File: src/rtl/can_reg_arb_pkg.sv
// Shared types and constants for the SJA1000-FD register-port arbiter.
package can_reg_arb_pkg;

  localparam int ADDR_W = 8;
  localparam int DATA_W = 8;

  typedef enum logic [1:0] {
    IDLE  = 2'd0,
    ISSUE = 2'd1,
    DONE  = 2'd2,
    GAP   = 2'd3
  } state_t;

  // Width of a counter that must hold 0..lock_max inclusive.
  function automatic int lock_cnt_w(input int lock_max);
    return $clog2(lock_max + 1);
  endfunction

endpackage

File: src/rtl/can_rr_arbiter.sv
// Rotating-priority picker: the first requester at or above the pointer
// (with wrap) wins. Purely combinational, one-hot result.
module can_rr_arbiter #(
  parameter int N_REQ = 2,
  parameter int PTR_W = 1
) (
  input  logic [N_REQ-1:0] req_i,
  input  logic [PTR_W-1:0] ptr_i,
  output logic [N_REQ-1:0] grant_o,
  output logic             any_o
);

  // Walk offsets from the pointer; exactly one port matches each offset.
  always_comb begin
    grant_o = '0;
    any_o   = 1'b0;
    for (int k = 0; k < N_REQ; k++) begin
      for (int i = 0; i < N_REQ; i++) begin
        if (!any_o && req_i[i] && (((int'(ptr_i) + k) % N_REQ) == i)) begin
          grant_o[i] = 1'b1;
          any_o      = 1'b1;
        end
      end
    end
  end

endmodule

File: src/rtl/can_reg_arbiter.sv
// Arbitrates the 8-bit core register port between N_REQ requesters.
// One access at a time: IDLE -> ISSUE -> DONE -> GAP -> IDLE, with optional
// locked bursts bounded by LOCK_MAX consecutive grants.
module can_reg_arbiter
  import can_reg_arb_pkg::*;
#(
  parameter int N_REQ      = 2,
  parameter int GAP_CYCLES = 1,
  parameter int LOCK_MAX   = 16
) (
  input  logic                      aclk,
  input  logic                      rst,
  input  logic [N_REQ-1:0]          req_valid_i,
  input  logic [N_REQ-1:0]          req_write_i,
  input  logic [N_REQ-1:0]          req_lock_i,
  input  logic [ADDR_W*N_REQ-1:0]   req_addr_i,
  input  logic [DATA_W*N_REQ-1:0]   req_wdata_i,
  output logic [N_REQ-1:0]          req_done_o,
  output logic [DATA_W-1:0]         rsp_rdata_o,
  output logic [N_REQ-1:0]          grant_o,
  output logic                      busy_o,
  output logic                      reg_re_o,
  output logic                      reg_we_o,
  output logic [ADDR_W-1:0]         reg_addr_read_o,
  output logic [ADDR_W-1:0]         reg_addr_write_o,
  output logic [DATA_W-1:0]         reg_data_in_o,
  input  logic [DATA_W-1:0]         reg_data_out_i
);

  localparam int PTR_W = (N_REQ > 1) ? $clog2(N_REQ) : 1;
  localparam int LCW   = lock_cnt_w(LOCK_MAX);
  localparam int GW    = (GAP_CYCLES < 2) ? 1 : $clog2(GAP_CYCLES);
  localparam logic [LCW-1:0]   LOCK_MAX_C = LCW'(LOCK_MAX);
  localparam logic [GW-1:0]    GAP_LOAD   = GW'((GAP_CYCLES > 0) ? GAP_CYCLES - 1 : 0);
  localparam logic [PTR_W-1:0] LAST_PORT  = PTR_W'(N_REQ - 1);

  state_t             r_state;
  logic [PTR_W-1:0]   r_ptr;
  logic [PTR_W-1:0]   r_owner;
  logic [LCW-1:0]     r_lock_cnt;
  logic               r_lock_pend;
  logic               r_write;
  logic [ADDR_W-1:0]  r_addr;
  logic [DATA_W-1:0]  r_wdata;
  logic [DATA_W-1:0]  r_rdata;
  logic [N_REQ-1:0]   r_grant;
  logic [N_REQ-1:0]   r_done;
  logic [GW-1:0]      r_gap_cnt;

  logic [N_REQ-1:0]   w_rr_grant;
  logic               w_rr_any;
  logic               w_lock_win;
  logic [N_REQ-1:0]   w_win_oh;
  logic               w_any;
  logic [PTR_W-1:0]   w_win_idx;
  logic               w_win_write;
  logic               w_win_lock;
  logic [ADDR_W-1:0]  w_win_addr;
  logic [DATA_W-1:0]  w_win_wdata;
  logic [PTR_W-1:0]   w_next_ptr;
  logic [LCW-1:0]     w_next_lock_cnt;

  can_rr_arbiter #(
    .N_REQ (N_REQ),
    .PTR_W (PTR_W)
  ) u_rr (
    .req_i   (req_valid_i),
    .ptr_i   (r_ptr),
    .grant_o (w_rr_grant),
    .any_o   (w_rr_any)
  );

  // A locked owner keeps the port while it still wants it and has budget left.
  assign w_lock_win = r_lock_pend && (r_lock_cnt < LOCK_MAX_C) && req_valid_i[r_owner];
  assign w_win_oh   = w_lock_win ? (N_REQ'(1) << r_owner) : w_rr_grant;
  assign w_any      = w_lock_win || w_rr_any;

  // Encode the winner and mux out its request fields.
  always_comb begin
    w_win_idx   = '0;
    w_win_write = 1'b0;
    w_win_lock  = 1'b0;
    w_win_addr  = '0;
    w_win_wdata = '0;
    for (int i = 0; i < N_REQ; i++) begin
      if (w_win_oh[i]) begin
        w_win_idx   = PTR_W'(i);
        w_win_write = req_write_i[i];
        w_win_lock  = req_lock_i[i];
        w_win_addr  = req_addr_i[ADDR_W*i +: ADDR_W];
        w_win_wdata = req_wdata_i[DATA_W*i +: DATA_W];
      end
    end
  end

  assign w_next_ptr = (w_win_idx == LAST_PORT) ? '0 : w_win_idx + 1'b1;

  // A grant requested with lock counts toward the burst: it starts at 1 and
  // extends only when it continues the previous owner's lock.
  always_comb begin
    w_next_lock_cnt = '0;
    if (w_win_lock) begin
      w_next_lock_cnt = w_lock_win ? r_lock_cnt + 1'b1 : LCW'(1);
    end
  end

  // Access sequencer: capture on grant, strobe, report, then idle gap.
  always_ff @(posedge aclk) begin
    if (rst) begin
      r_state     <= IDLE;
      r_ptr       <= '0;
      r_owner     <= '0;
      r_lock_cnt  <= '0;
      r_lock_pend <= 1'b0;
      r_write     <= 1'b0;
      r_addr      <= '0;
      r_wdata     <= '0;
      r_rdata     <= '0;
      r_grant     <= '0;
      r_done      <= '0;
      r_gap_cnt   <= '0;
    end else begin
      case (r_state)
        IDLE: begin
          if (w_any) begin
            r_state     <= ISSUE;
            r_grant     <= w_win_oh;
            r_owner     <= w_win_idx;
            r_write     <= w_win_write;
            r_addr      <= w_win_addr;
            r_wdata     <= w_win_wdata;
            r_ptr       <= w_next_ptr;
            r_lock_cnt  <= w_next_lock_cnt;
            r_lock_pend <= 1'b0;
          end else if (!req_valid_i[r_owner]) begin
            r_lock_pend <= 1'b0;
            r_lock_cnt  <= '0;
          end
        end
        ISSUE: begin
          r_state <= DONE;
          r_done  <= r_grant;
          r_rdata <= r_write ? '0 : reg_data_out_i;
        end
        DONE: begin
          r_done      <= '0;
          r_rdata     <= '0;
          r_grant     <= '0;
          r_lock_pend <= req_lock_i[r_owner] && req_valid_i[r_owner];
          if (!req_lock_i[r_owner] || !req_valid_i[r_owner]) begin
            r_lock_cnt <= '0;
          end
          r_gap_cnt <= GAP_LOAD;
          r_state   <= (GAP_CYCLES == 0) ? IDLE : GAP;
        end
        GAP: begin
          if (r_gap_cnt == '0) begin
            r_state <= IDLE;
          end else begin
            r_gap_cnt <= r_gap_cnt - 1'b1;
          end
        end
        default: r_state <= IDLE;
      endcase
    end
  end

  assign reg_re_o         = (r_state == ISSUE) && !r_write;
  assign reg_we_o         = (r_state == ISSUE) && r_write;
  assign reg_addr_read_o  = r_addr;
  assign reg_addr_write_o = r_addr;
  assign reg_data_in_o    = r_wdata;
  assign busy_o           = (r_state != IDLE);
  assign grant_o          = r_grant;
  assign req_done_o       = r_done;
  assign rsp_rdata_o      = r_rdata;

endmodule

File: config.mk
export PLATFORM = sky130hd
export DESIGN_NAME = can_reg_arbiter
export DESIGN_NICKNAME = d
export VERILOG_FILES = /design/src/rtl/can_reg_arb_pkg.sv /design/src/rtl/can_rr_arbiter.sv /design/src/rtl/can_reg_arbiter.sv
export SDC_FILE = /design/constraint.sdc
export NUM_CORES = 1
export LEC_CHECK = 0
export ABC_AREA = 1
export BUFFER_PORTS_ARGS = -buffer_cell sky130_fd_sc_hd__clkbuf_2
export CORE_UTILIZATION = 51
export DETAILED_ROUTE_END_ITERATION = 8
export PLACE_DENSITY = 0.85
export SETUP_SLACK_MARGIN = 0.2
export SYNTH_ARGS = -nofsm -noshare
export SYNTH_HDL_FRONTEND = slang
export SYNTH_SLANG_ARGS = --single-unit
File: constraint.sdc
create_clock -name aclk -period 2.7 [get_ports aclk]
set_clock_uncertainty 0.15 [all_clocks]
set_input_delay 0 -clock aclk [delete_from_list [all_inputs] [get_ports aclk]]
set_output_delay 0 -clock aclk [all_outputs]
set_load 0.05 [all_outputs]
# Word level (Yosys, flattened, before mapping)
# Index checks and enable logic that the tools add are counted.
[classes]
n_addsub = 4
order_cmp = 2
n_eq_ne = 8
n_shift = 1
n_mux = 41
bitwise = 1
reduce_logical = 32
[ops]
columns = ["op", "count"]
rows = [
  ["32-bit logical NOT", 2],
  ["8-bit 2-to-1 mux", 5],
  ["5-bit 2-to-1 mux", 5],
  ["1-bit 2-to-1 mux", 20],
  ["8-bit one-hot mux with 2 select lines", 1],
  ["1-bit logical AND", 12],
  ["5-bit one-hot mux with 2 select lines", 1],
  ["2-bit 2-to-1 mux", 4],
  ["2-bit one-hot mux with 2 select lines", 2],
  ["2-bit one-hot mux with 4 select lines", 1],
  ["2-bit AND reduction", 4],
  ["2-bit nonzero test", 4],
  ["2-bit == test (second input constant)", 3],
  ["1-bit logical NOT", 6],
  ["2-bit != test (second input constant)", 3],
  ["5-bit by 1-bit adder with 5-bit output (second input constant)", 1],
  ["5-bit less-than comparator (second input constant)", 1],
  ["1-bit one-hot mux with 2 select lines", 2],
  ["3-bit != test (second input constant)", 1],
  ["3-bit AND reduction", 1],
  ["1-bit adder (second input constant)", 2],
  ["2-bit by 1-bit == test with 1-bit output (second input constant)", 1],
  ["2-bit logical NOT", 1],
  ["1-bit logical OR", 2],
  ["other kinds (4)", 4],
]
[word_totals]
regBits = 40
inputBits = 48
output_inout_bits = 39
wordCells = 101

# Longest topological paths before layout
[logic_depth]
depth_word = 21
depth_mapped = 11
ltp_nobuf = 10

# By module
# Synthesis repeated with hierarchy kept, for this count alone.
[unflattened]
hier_cells = 298
area_unflattened_um2 = 2093.3
[modules_own_cells]
columns = ["module", "n_inst", "cells_each", "area_each_um2"]
rows = [
  ["can_reg_arbiter", 1, 292, 2068.2],
  ["can_rr_arbiter", 1, 6, 25.0],
]

# Least setup slack after synthesis
# No wires, ideal clock.
[synth_path]
kind = "register to register"
from = "register r_state[0]"
to = "register r_addr[0] (netlist: reg_addr_read_o[0])"
setup_ns = 0.057
arrival_time_ns = 1.592
t_required_ns = 2.493
slack_ns = 0.901
path_stages_with_launch = 11
period_less_slack_ns = 1.799
path_cell_list = "dfxtp_1 inv_1 ha_1 inv_1 a21oi_4 inv_2 buf_2 nand2_1 nand3_1 nand2_1 inv_1"
[synth_via]
elab_chain_cells = 2
[synth_rtl]
columns = ["item", "line_no", "source"]
rows = [
  ["start, declared", "can_reg_arbiter.sv:37", "state_t r_state;"],
  ["start signal, assigned", "can_reg_arbiter.sv:154", "r_state <= (GAP_CYCLES == 0) ? IDLE : GAP;"],
  ["2-bit logical NOT", "can_reg_arbiter.sv:123", "case (r_state)"],
  ["2-bit AND reduction (no line)", "n/a", ""],
  ["end signal, assigned", "can_reg_arbiter.sv:130", "r_addr <= w_win_addr;"],
  ["end, declared", "can_reg_arbiter.sv:43", "logic [ADDR_W-1:0] r_addr;"],
]
# Every way passes these cells.
# A chain may end at the register's enable or synchronous reset.

# Final worst setup path
[layout_path]
from = "register r_state[0]"
to = "register r_addr[3] (netlist: reg_addr_read_o[3])"
# Same word-level chain as after synthesis.

==> results.rst <==
.. list-table::
   :header-rows: 1

   * - Metric
     - Value
   * - Result of the run
     - completed
   * - Achievable frequency
     - about 0.44 GHz
   * - Maximum number of pins on one net before global-route repair
     - 36
   * - Final number of hold-violating endpoints
     - 0
   * - Number of buffers on the longest clock path
     - 2
   * - Via Count
     - ~2300
   * - Measured slew at the worst slew-check pin
     - about 850 ps
   * - Critical path origin
     - r_state[0]
   * - Max rail drop VDD
     - a little over 0.9 mV
   * - Number of library cell types mapped by synthesis
     - 25
   * - Leak pwr
     - roughly 1.5 nW
   * - WL per Instance
     - roughly 12 um
   * - Reg-to-reg endpoint
     - reg_addr_read_o[3]
   * - Via density per instance
     - 5.051
   * - Area of the multi-input gates
     - 954.7 sq um
   * - Post-Route WL
     - around 5600 um
   * - Routed met2 length
     - around 2900 um
   * - Clock-pin slew on the worst setup and hold paths
     - around 70 ps
   * - Post-place setup slack
     - roughly 600 ps
   * - Area of the core region
     - ~3700 sq um
   * - CTS tree
     - built
   * - Max Transition Viols Final
     - 0
   * - Post-Syn Area per Cell
     - around 7 sq um
   * - Via count of the first global-routing pass
     - 2243
   * - Worst-skew pair later-pin latency
     - about 300 ps
   * - Number of warning messages in the yosys log
     - 0
   * - Portion of the post-synthesis area used by sequential elements
     - slightly below 40%
   * - Worst setup path class
     - reg -> reg
   * - All-Layer GR Usage
     - about 29%
   * - CP Data Required Time
     - about 2800 ps
   * - Number of instances in the synthesized netlist
     - 283
   * - Number of inserted diodes
     - 0
   * - Power density over the cells
     - ~980 nW/um^2
   * - Launching element type of the critical path
     - flip-flop
   * - Count of placed standard cells in the final layout, fillers left out
     - 452
   * - Min-Delay Path Class
     - in -> reg
   * - H-tree depth
     - 2
   * - Placed cells
     - 398
   * - Clock Root Buffer
     - clkbuf_8
   * - Initial core utilization
     - a little over half
   * - Area of all sequential standard cells
     - between 700 and 800 sq um
   * - Fraction of final layout cells with drive strength greater than 1
     - ~28%
   * - X dimension of the die
     - approximately 64 um
   * - Overall die height
     - about 64 um
   * - Antenna Nets Post-Route
     - 0
   * - Reg2reg path depth
     - 10
   * - Drt first pass iters
     - 4
   * - Routed metal-1 wirelength
     - between 2000 and 2500 um
   * - Synthesis-stage register bit count
     - 39
   * - Max Used Layer
     - met4
   * - Wire length of the first global-routing pass
     - 9522 um
   * - Global route total overflow
     - 0
   * - DRC viols
     - 0
   * - Worst Hold Launch
     - req_valid_i[0]
   * - Count of cells along the worst hold path
     - 5
   * - Tightest slew margin relative to the limit
     - 42.83%
   * - Placer congestion estimate
     - around 0.86
   * - Maximum net fanout on the critical path
     - 21
   * - Max cap viols
     - 0
   * - Time the worst path needs with I/O delays and setup
     - 2265 ps
   * - Row cnt
     - 22
   * - RR Startpoint
     - r_state[0]
   * - Net count reported at finish
     - 455
   * - Crit. End Element
     - flip-flop
   * - Worst setup slack after layout
     - ~440 ps
   * - Number of setup violations in the final report
     - 0
   * - Placed Area
     - ~2400 sq um
   * - Num Clock Sinks
     - 39
   * - RSZ-0062 raised after global routing
     - no
   * - Crit share post-route
     - a little over four fifths
   * - R2R Setup Slk
     - 440 ps
   * - Number of I/O port buffers
     - 86
   * - Final-layout setup total negative slack
     - 0 ps
   * - Starting DRC count in detailed routing
     - 90
   * - Antenna violations before repair
     - 0
   * - Layout overhead on the synthesized area
     - 47.33%
   * - Net count after synthesis
     - 335
   * - Post-CTS repair timing setup buffer count
     - 0
   * - CTS Buf Count
     - 5
   * - DP HPWL
     - about 3300 um
   * - Worst Hold Endpoint
     - r_lock_pend
   * - Arrival @ worst endpoint
     - around 2400 ps
   * - Die outline area
     - between 4000 and 5000 sq um
   * - I/O pin total
     - 87
   * - Post-synth design cell area
     - between 1500 and 2000 sq um
   * - Summed area of non-filler cells in the final layout
     - slightly below 3000 sq um
   * - Detail Route met3 WL
     - roughly 320 um
   * - Fillcell total
     - roughly 260
worst max-delay path by stage:
stage,to,slack [ps],cells after the start
6_report,reg_addr_read_o[3],440,10
4_1_cts,reg_addr_read_o[7],230,9
3_3_place_gp,rsp_rdata_o[6],780,6
2_1_floorplan,reg_addr_read_o[0],900,10
5_1_grt,reg_data_in_o[0],280,10
3_5_place_dp,rsp_rdata_o[0],610,6
stage by stage:
step | util (%) | total power, mW | hold WS, ps
4_1_cts | 78.83 | 2.834 | 6.988
3_5_place_dp | 63.94 | 2.281 | 89.20
3_3_place_gp | 63.94 | 2.255 | 82.47
2_1_floorplan | - | 2.027 | -80.93
6_report | 79.51 | 2.871 | 14.27
5_1_grt | 79.51 | 3.067 | 70.21
sequential cells by signal, summed over array words and instances, names as in the netlist:
register and count:
reg_addr_read_o 8, reg_data_in_o 8, rsp_rdata_o 8, r_lock_cnt 5, grant_o 2, r_state 2
req_done_o 2, r_lock_pend 1, r_owner 1, r_ptr 1, r_write 1
area by class of cell:
class | instances | share of cell area [%]
clock inverter | 3 | 0.6826
clock buffer | 5 | 2.346
multi-input combinational | 186 | 32.55
tap | 48 | 2.048
sequential | 39 | 26.62
timing repair buffer | 134 | 31.02
inverter | 37 | 4.735
timing repair:
action,in CTS,in global routing
hold buffers,46,0
endpoints found under the hold margin,35,0
resized for setup,0,4
setup endpoints to repair,0,18
per-layer routing:
metal  vias up  track usage, %
li1       1150               -
met1      1036           32.12
met5         -               0
met3        14           6.866
met2        83           54.34
met4         0           10.28
critical path, cell delays in order (launching register included):
cell	delay, ps
dfxtp_1	370
inv_1	80
ha_1	240
inv_1	120
a21oi_4	50
inv_2	320
nand2_1	120
nand3_1	100
dlygate4sd3_1	560
nand2_1	60
inv_1	50
placed cells by master, fill, tap and decap left out:
master	synthesis	routed
clkbuf_2	0	86
nand2_1	74	74
dlygate4sd3_1	0	46
nand3_1	41	41
dfxtp_1	39	39
inv_1	35	35
nand4_1	18	18
a21oi_1	16	16
nor2_1	8	8
nand2_2	8	7
o21ai_0	5	5
clkbuf_8	0	5
ha_1	4	4
inv_2	2	2
o21ai_1	2	2
nor3_1	2	2
clkinvlp_4	0	2
a21oi_4	1	1
nor2_2	1	1
nand3_4	0	1
nand2_8	0	1
nor2_4	1	1
a211oi_2	1	1
xnor2_1	1	1
nor3_2	1	1
o211ai_1	1	1
clkinv_2	0	1
buf_6	2	1
buf_4	10	1
logic make-up after synthesis:
family                   after synthesis  synth area share (%)
flip-flops                            39                 39.22
AO/OA/AOI/OAI                         26                 7.606
XOR/XNOR                               1                0.4401
buffers and inverters                 58                 13.89
adder cells (fa/ha/maj)                4                 2.514
AND/OR/NAND/NOR                      155                 36.33
synthesized netlist by cell type, drive strengths merged:
cell type  count  area, sq um
inv           37        138.9
nor2          10        47.55
ha             4        50.05
clkbuf         4        15.01
nand3         42        215.2
buf           17        122.6
o21ai          7        35.03
a21oi         17        96.35
o211ai         1        7.510
xnor2          1        8.760
dfxtp         39        780.8
nand2         82        327.8
nand4         18        112.6
nor3           3        20.02
a211oi         1        12.51
power by group:
part           internal (mW)  total [mW]  switching, mW  leakage [nW]
sequential             0.722       0.821         0.0993         0.319
combinational          0.492        1.66           1.17          1.19
clock                  0.179       0.389          0.210        0.0402
total                   1.39        2.87           1.48          1.55
(Power assumes the default switching activity.)
